[src/rtl/branch_resolve_unit.sv]
// Dual-slot branch resolution: outcome/target, mispredict redirect,
// link writeback and a predictor-training FIFO drained by fetch.
module branch_resolve_unit #(
    parameter int XLEN     = 32,
    parameter int FB_DEPTH = 4,
    parameter int TAG_W    = 6
) (
    input  logic                  clk,
    input  logic                  reset,
    input  logic                  i_flush,
    input  logic [1:0]            i_valid,
    input  logic [2*XLEN-1:0]     i_pc,
    input  logic [5:0]            i_funct3,
    input  logic [1:0]            i_is_jal,
    input  logic [1:0]            i_is_jalr,
    input  logic [2*XLEN-1:0]     i_rs1,
    input  logic [2*XLEN-1:0]     i_rs2,
    input  logic [2*XLEN-1:0]     i_imm,
    input  logic [1:0]            i_pred_taken,
    input  logic [2*XLEN-1:0]     i_pred_target,
    input  logic [2*TAG_W-1:0]    i_tag,
    output logic                  o_stall,
    output logic                  o_redirect_valid,
    output logic [XLEN-1:0]       o_redirect_pc,
    output logic [TAG_W-1:0]      o_redirect_tag,
    output logic [1:0]            o_link_valid,
    output logic [2*XLEN-1:0]     o_link_data,
    output logic                  o_upd_valid,
    output logic [XLEN-1:0]       o_upd_pc,
    output logic                  o_upd_taken,
    output logic [XLEN-1:0]       o_upd_target,
    output logic                  o_upd_mispredict,
    input  logic                  i_upd_ready
);

    localparam int PW = $clog2(FB_DEPTH);
    localparam int CW = PW + 1;

    typedef struct packed {
        logic [XLEN-1:0] pc;
        logic            taken;
        logic [XLEN-1:0] target;
        logic            mis;
    } upd_t;

    logic [1:0][XLEN-1:0] pc, rs1, rs2, imm;
    logic [1:0][XLEN-1:0] ptgt, tgt, nxt;
    logic [1:0][2:0]      f3;
    logic [1:0]           cond, f3_ok, jump;
    logic [1:0]           taken, train, mis;
    logic [1:0]           acc, eff;

    always_comb begin
        for (int i = 0; i < 2; i++) begin
            pc[i]    = i_pc[i*XLEN +: XLEN];
            rs1[i]   = i_rs1[i*XLEN +: XLEN];
            rs2[i]   = i_rs2[i*XLEN +: XLEN];
            imm[i]   = i_imm[i*XLEN +: XLEN];
            ptgt[i]  = i_pred_target[i*XLEN +: XLEN];
            f3[i]    = i_funct3[i*3 +: 3];
            jump[i]  = i_is_jal[i] | i_is_jalr[i];
            f3_ok[i] = f3[i] inside {3'b000, 3'b001, 3'b100,
                                     3'b101, 3'b110, 3'b111};
            cond[i]  = 1'b0;
            case (f3[i])
                3'b000:  cond[i] = rs1[i] == rs2[i];
                3'b001:  cond[i] = rs1[i] != rs2[i];
                3'b100:  cond[i] = $signed(rs1[i]) < $signed(rs2[i]);
                3'b101:  cond[i] = $signed(rs1[i]) >= $signed(rs2[i]);
                3'b110:  cond[i] = rs1[i] < rs2[i];
                3'b111:  cond[i] = rs1[i] >= rs2[i];
                default: cond[i] = 1'b0;
            endcase
            tgt[i]   = pc[i] + imm[i];
            taken[i] = cond[i];
            train[i] = f3_ok[i];
            unique case (1'b1)
                i_is_jalr[i]: begin
                    tgt[i]   = (rs1[i] + imm[i]) & ~XLEN'(1);
                    taken[i] = 1'b1;
                    train[i] = 1'b1;
                end
                i_is_jal[i]: begin
                    taken[i] = 1'b1;
                    train[i] = 1'b1;
                end
                default: ;
            endcase
            nxt[i] = taken[i] ? tgt[i] : pc[i] + XLEN'(4);
            mis[i] = train[i]
                   & ((i_pred_taken[i] != taken[i])
                   | (taken[i] & (ptgt[i] != tgt[i])));
        end
    end

    // A visible redirect means this cycle's inputs are wrong-path.
    assign acc = i_valid
               & {2{~i_flush & ~o_stall & ~o_redirect_valid}};
    assign eff = {acc[1] & ~(acc[0] & mis[0]), acc[0]};

    logic [CW-1:0] count;
    logic [PW-1:0] rd_ptr, wr_ptr;
    upd_t          mem [FB_DEPTH];
    upd_t          e0, e1, head;
    logic          enq0, enq1, deq;
    logic [1:0]    n_enq;

    assign o_stall = count > CW'(FB_DEPTH - 2);
    assign enq0    = eff[0] & train[0];
    assign enq1    = eff[1] & train[1];
    assign n_enq   = {1'b0, enq0} + {1'b0, enq1};
    assign deq     = o_upd_valid & i_upd_ready;
    assign e0      = '{pc[0], taken[0], tgt[0], mis[0]};
    assign e1      = '{pc[1], taken[1], tgt[1], mis[1]};
    assign head    = mem[rd_ptr];

    assign o_upd_valid      = count != '0;
    assign o_upd_pc         = o_upd_valid ? head.pc : '0;
    assign o_upd_taken      = o_upd_valid & head.taken;
    assign o_upd_target     = o_upd_valid ? head.target : '0;
    assign o_upd_mispredict = o_upd_valid & head.mis;

    always_ff @(posedge clk) begin
        if (enq0)
            mem[wr_ptr] <= e0;
        if (enq1)
            mem[enq0 ? wr_ptr + PW'(1) : wr_ptr] <= e1;
    end

    always_ff @(posedge clk or posedge reset) begin
        if (reset) begin
            count  <= '0;
            rd_ptr <= '0;
            wr_ptr <= '0;
        end else begin
            count  <= count + CW'(n_enq) - CW'(deq);
            wr_ptr <= wr_ptr + PW'(n_enq);
            rd_ptr <= rd_ptr + PW'(deq);
        end
    end

    always_ff @(posedge clk or posedge reset) begin
        if (reset) begin
            o_redirect_valid <= 1'b0;
            o_redirect_pc    <= '0;
            o_redirect_tag   <= '0;
            o_link_valid     <= '0;
            o_link_data      <= '0;
        end else begin
            o_redirect_valid <= 1'b0;
            o_redirect_pc    <= '0;
            o_redirect_tag   <= '0;
            if (eff[0] & mis[0]) begin
                o_redirect_valid <= 1'b1;
                o_redirect_pc    <= nxt[0];
                o_redirect_tag   <= i_tag[0 +: TAG_W];
            end else if (eff[1] & mis[1]) begin
                o_redirect_valid <= 1'b1;
                o_redirect_pc    <= nxt[1];
                o_redirect_tag   <= i_tag[TAG_W +: TAG_W];
            end
            for (int i = 0; i < 2; i++) begin
                o_link_valid[i] <= eff[i] & jump[i];
                o_link_data[i*XLEN +: XLEN] <=
                    (eff[i] & jump[i]) ? pc[i] + XLEN'(4) : '0;
            end
        end
    end

endmodule

[config.mk]
export PLATFORM = sky130hd
export DESIGN_NAME = branch_resolve_unit
export DESIGN_NICKNAME = d
export VERILOG_FILES = /design/src/rtl/branch_resolve_unit.sv
export SDC_FILE = /design/constraint.sdc
export NUM_CORES = 1
export LEC_CHECK = 0
export CAP_MARGIN = 20
export CORE_MARGIN = 2
export CORE_UTILIZATION = 39
export CTS_CLUSTER_DIAMETER = 150
export CTS_CLUSTER_SIZE = 8
export DETAILED_ROUTE_END_ITERATION = 10
export HOLD_SLACK_MARGIN = 0.1
export PLACE_DENSITY_LB_ADDON = 0.05
export REMOVE_ABC_BUFFERS = 1
export SYNTH_ARGS = -nofsm -noshare
export SYNTH_HDL_FRONTEND = slang
export SYNTH_SLANG_ARGS = --single-unit
export TNS_END_PERCENT = 100
[constraint.sdc]
create_clock -name clk -period 3.54 [get_ports clk]
set_input_delay 0.531 -clock clk [delete_from_list [all_inputs] [get_ports clk]]
set_output_delay 0.531 -clock clk [all_outputs]
set_load 0.02 [all_outputs]
==> results.md <==
| Group | Item | Reported |
| --- | --- | --- |
| status | Run status | complete, but fails checks |
| status | Violated checks | setup timing |
| placement | Number of input and output port buffers inserted | 522 |
| sta | Final hold viol count | 0 |
| cts | Num CTS Buffers | 52 |
| sta | Least-Margin Pin Slew | 1.06 ns |
| cts | Root Buffer | clkbuf_16 |
| sta | Highest Clock Rate | 188 MHz |
| finish | Final net count | 5,222 |
| global route | Via count of the first global-routing pass | 32,573 |
| cts | Maximum root-to-sink buffer count | 3 |
| logic synthesis | Area share of the leading cell type in the synthesized netlist | 25.4% |
| global route | Global-route wire length before repair | 214,000 µm |
| global route | Global router's overall resource usage | 35.1% |
| logic synthesis | Top FF cell, synth | edfxtp_1 |
| placement | Routability congestion estimate from global placement | 1.02 |
| routing | Pre-Repair DR Iteration Count | 6 |
| global route | Total congestion overflow after global routing | 0 |
| floorplan | Die Area | 0.0824 mm² |
| floorplan | Die width | 287 µm |
| setup path | Crit path cell chain | dlygate4sd2_1 -> ha_4 -> buf_4 -> buf_4 -> a21oi_1 -> o21ai_0 -> a21oi_2 -> o31a_1 -> mux2i_4 -> a31o_2 -> xnor2_1 -> nand4_1 -> or4_4 -> or4_4 -> buf_4 -> buf_8 -> buf_16 -> a21oi_4 -> buf_4 -> a21o_2 -> buf_12 |
| logic synthesis | Number of synthesized flops with an enable pin | 264 |
| logic synthesis | Average footprint of a synthesized cell | 10.0 µm² |
| sta | Final Hold Slack | 0.381 ns |
| finish | Final-layout fill cell count | 6,607 |
| finish | Register Area | 0.0107 mm² |
| setup path | Sort of element at the start of the critical path | primary input |
| routing | Drt drc | 0 |
| setup path | Required arrival time at the worst endpoint | 3.80 ns |
| placement | Placed cell area | 0.0453 mm² |
| logic synthesis | Leading area contributor after synthesis | edfxtp_1 |
| logic synthesis | Async SR Flop Fraction | 29.8% |
| sta | Setup slack after layout | -1.79 ns |
| global route | Number of antenna violations at the first check in global routing | 4 |
| setup path | Top fanout value on the critical path | 25 |
| floorplan | Count of pins on the block boundary | 523 |
| setup path | Arrival time of data at the critical path endpoint | 5.58 ns |
| finish | Fraction of final layout cells with drive strength greater than 1 | 35.6% |
| finish | Post-layout instance area | 0.0493 mm² |
| sta | Skew final | 0.0221 ns |
| floorplan | Core outline area | 0.0791 mm² |
| floorplan | Die outline height | 287 µm |
| global route | Pin count of the biggest net entering global routing | 69 |
| cts | TritonCTS sink count | 376 |
| logic synthesis | Syn Inst Count | 3,110 |
| sta | Post-route fraction of the period consumed by the critical path | 150% |
| pwr | Total power divided by cell area | 468 mW/mm² |
| setup path | Library cell appearing most often on the critical path | buf_4 |
| logic synthesis | Number of storage elements in the synthesis netlist | 376 |
| setup path | Crit path kind | primary input to flip-flop |
| placement | Post-detailed-placement half-perimeter wirelength | 121,000 µm |
| sta | Crit path time final | 5.33 ns |
| setup path | Cell with the largest stage delay on the worst path | or4_4 |
| pwr | Leakage component of the power | 0.0207 µW |
| logic synthesis | Ys Warns | 0 |
| sta | Final-report setup violation count | 605 |
| sta | Max-slew violation count | 0 |
| setup path | Delay contributed by the slowest stage of the critical path | 0.59 ns |
| cts | H-Tree Level Count | 2 |
| min path | Class of the tightest hold or removal check | primary input to asynchronous set/reset pin |
| cts | Clock tree from TritonCTS | yes |
| logic synthesis | Unique masters post-synth | 98 |
| cts | Insertion delay of the later-clocked pin in the worst-skew pair | 0.58 ns |
| floorplan | Initial core utilization | 39.5% |
| routing | Vias | 33,075 |
| routing | Routed wirelength normalized by instance count | 26.6 µm |
| finish | Area grow syn2layout | 57.7% |
| sta | Relative slew slack | 29.5% |
| finish | Area used by multi-input combinational logic | 0.0201 mm² |
| pwr | Maximum resistive drop on vdd | 0.458 mV |
| floorplan | Site row count | 103 |
| logic synthesis | Post-synthesis sequential area ratio | 34.4% |
| routing | Post-detailed-route via-to-cell ratio | 5.74 |
| logic synthesis | Largest cells by area after synthesis | edfxtp_1 25%, dfrtp_1 9.0%, ha_1 7.9% |
| sta | TNS Setup | -972.09 ns |
| routing | Violation count after the first detailed-routing iteration | 3,212 |
| routing | Final wirelength | 153,000 µm |
| logic synthesis | Cell area after technology mapping | 0.0312 mm² |
| routing | Number of nets with antenna violations after routing | 0 |
| run | Max-capacitance violation count | 0 |
| setup path | Crit. End Element | flip-flop |
| cts | Clock transition at path regs | 0.05 ns |
| sta | RSZ-0062 raised after global routing | true |
| cts | Count of hold-fix buffers inserted at cts | 0 |
worst max-delay path: cells and delay by family:
kind | cells | cell delay (ns)
compound gates | 7 | 1.50
fa+ha+maj | 1 | 0.26
xor+xnor | 1 | 0.13
simple gates | 3 | 1.28
mux | 1 | 0.36
buf+inv | 8 | 1.47
worst paths after layout:
| path | start | to | slack, ns | cells past startpoint |
|---|---|---|---|---|
| max | i_imm[14] | mem[0][17]$_DFFE_PP_ | -1.79 | 21 |
| min | reset | o_redirect_tag[3]$_DFF_PP0_ | 0.38 | 2 |
| max reg2reg | count[0]$_DFF_PP0_ | mem[0][17]$_DFFE_PP_ | 0.39 | 12 |
| min reg2reg | count[0]$_DFF_PP0_ | count[0]$_DFF_PP0_ | 0.60 | 1 |
| max in group asynchronous | reset | o_link_data[19]$_DFF_PP0_ | 2.31 | 3 |
| min in group clk | i_pc[0] | o_link_data[0]$_DFF_PP0_ | 0.41 | 4 |
repair_timing:
item | in CTS | in global routing
resized for setup | 206 | 140
pin swaps | 52 | 54
endpoints found under the setup margin | 605 | 605
setup buffers | 32 | 66
cloned | 1 | 20
cell usage in the layout (no fill, tap or decap), drive strengths merged, types with 105 or more instances in the layout:
master,n
nor2,179
dfrtp,112
nand2,213
buf,1166
clkbuf,110
inv,130
ha,198
nand3,105
mux2i,190
mux2,164
a21oi,203
xnor2,105
o21ai,128
xor2,106
edfxtp,264
clkdlybuf4s50,462
cell families (layout without fill, tap and decap cells):
kind of cell | Yosys count | in the layout | share of synthesized area (%)
AO/OA/AOI/OAI | 682 | 682 | 15.0
flip-flops | 376 | 376 | 34.4
adder cells (fa/ha/maj) | 203 | 203 | 8.25
multiplexers | 420 | 420 | 16.8
other | 0 | 1 | 0
AND/OR/NAND/NOR | 889 | 889 | 14.3
XOR/XNOR | 222 | 222 | 6.72
buffers and inverters | 318 | 1916 | 4.61
through the flow:
stage	total power [µW]	instances	setup slack, ns	utilization [%]
final	23100	5759	-1.79	62.2
after CTS	22600	5672	-1.74	60.3
after floorplan	11400	2922	-8.04	-
after global routing	23900	5759	-1.85	62.2
after detailed placement	17600	5547	-3.45	57.2
after global placement	17500	5547	-3.43	57.2
report_power, final:
| group | total [µW] | switching, µW | internal [µW] |
|---|---|---|---|
| combinational | 12700 | 6620 | 6050 |
| sequential | 5710 | 273 | 5440 |
| clock | 4680 | 1900 | 2780 |
| total | 23100 | 8790 | 14300 |
flip-flops by register name, summed over array words and instances (netlist names):
signal,cells
mem,264
o_redirect_pc,32
rd_ptr,2
wr_ptr,2
o_redirect_tag,6
count,3
o_redirect_valid,1
o_link_data,64
o_link_valid,2
metal layers:
| layer | up-vias | global-route usage (%) | wire length, µm |
|---|---|---|---|
| met2 | 1678 | 56.9 | 69300 |
| met3 | 320 | 4.56 | 12900 |
| met5 | - | 0 | 26 |
| met1 | 16265 | 47.9 | 63900 |
| li1 | 14808 | - | - |
| met4 | 4 | 12.8 | 7300 |
synth_stat cells (26+ instances only):
cell type,count
mux2i_1,189
xnor2_1,105
nand3_1,105
dfrtp_1,112
nand2_1,212
mux2_2,146
and2_1,87
ha_1,198
inv_1,128
clkbuf_1,110
xor2_1,106
a21oi_1,196
o31ai_2,35
o21a_1,29
nor3_1,86
o21ai_0,119
nor2_1,179
a31oi_1,26
nand4_1,59
mux4_2,66
o211ai_1,36
edfxtp_1,264
a21o_1,52
layout make-up:
type                    count  share of cell area (%)
diodes                      1                 0.00508
flip-flops and latches    376                    21.8
clock buffers              92                    2.99
multi-input cells        2416                    40.8
inverters                 130                    1.00
repair buffers           1693                    30.7
well taps                1050                    2.67
clock inverters             1                  0.0406
Note: power is estimated with default switching activity, not from simulation.
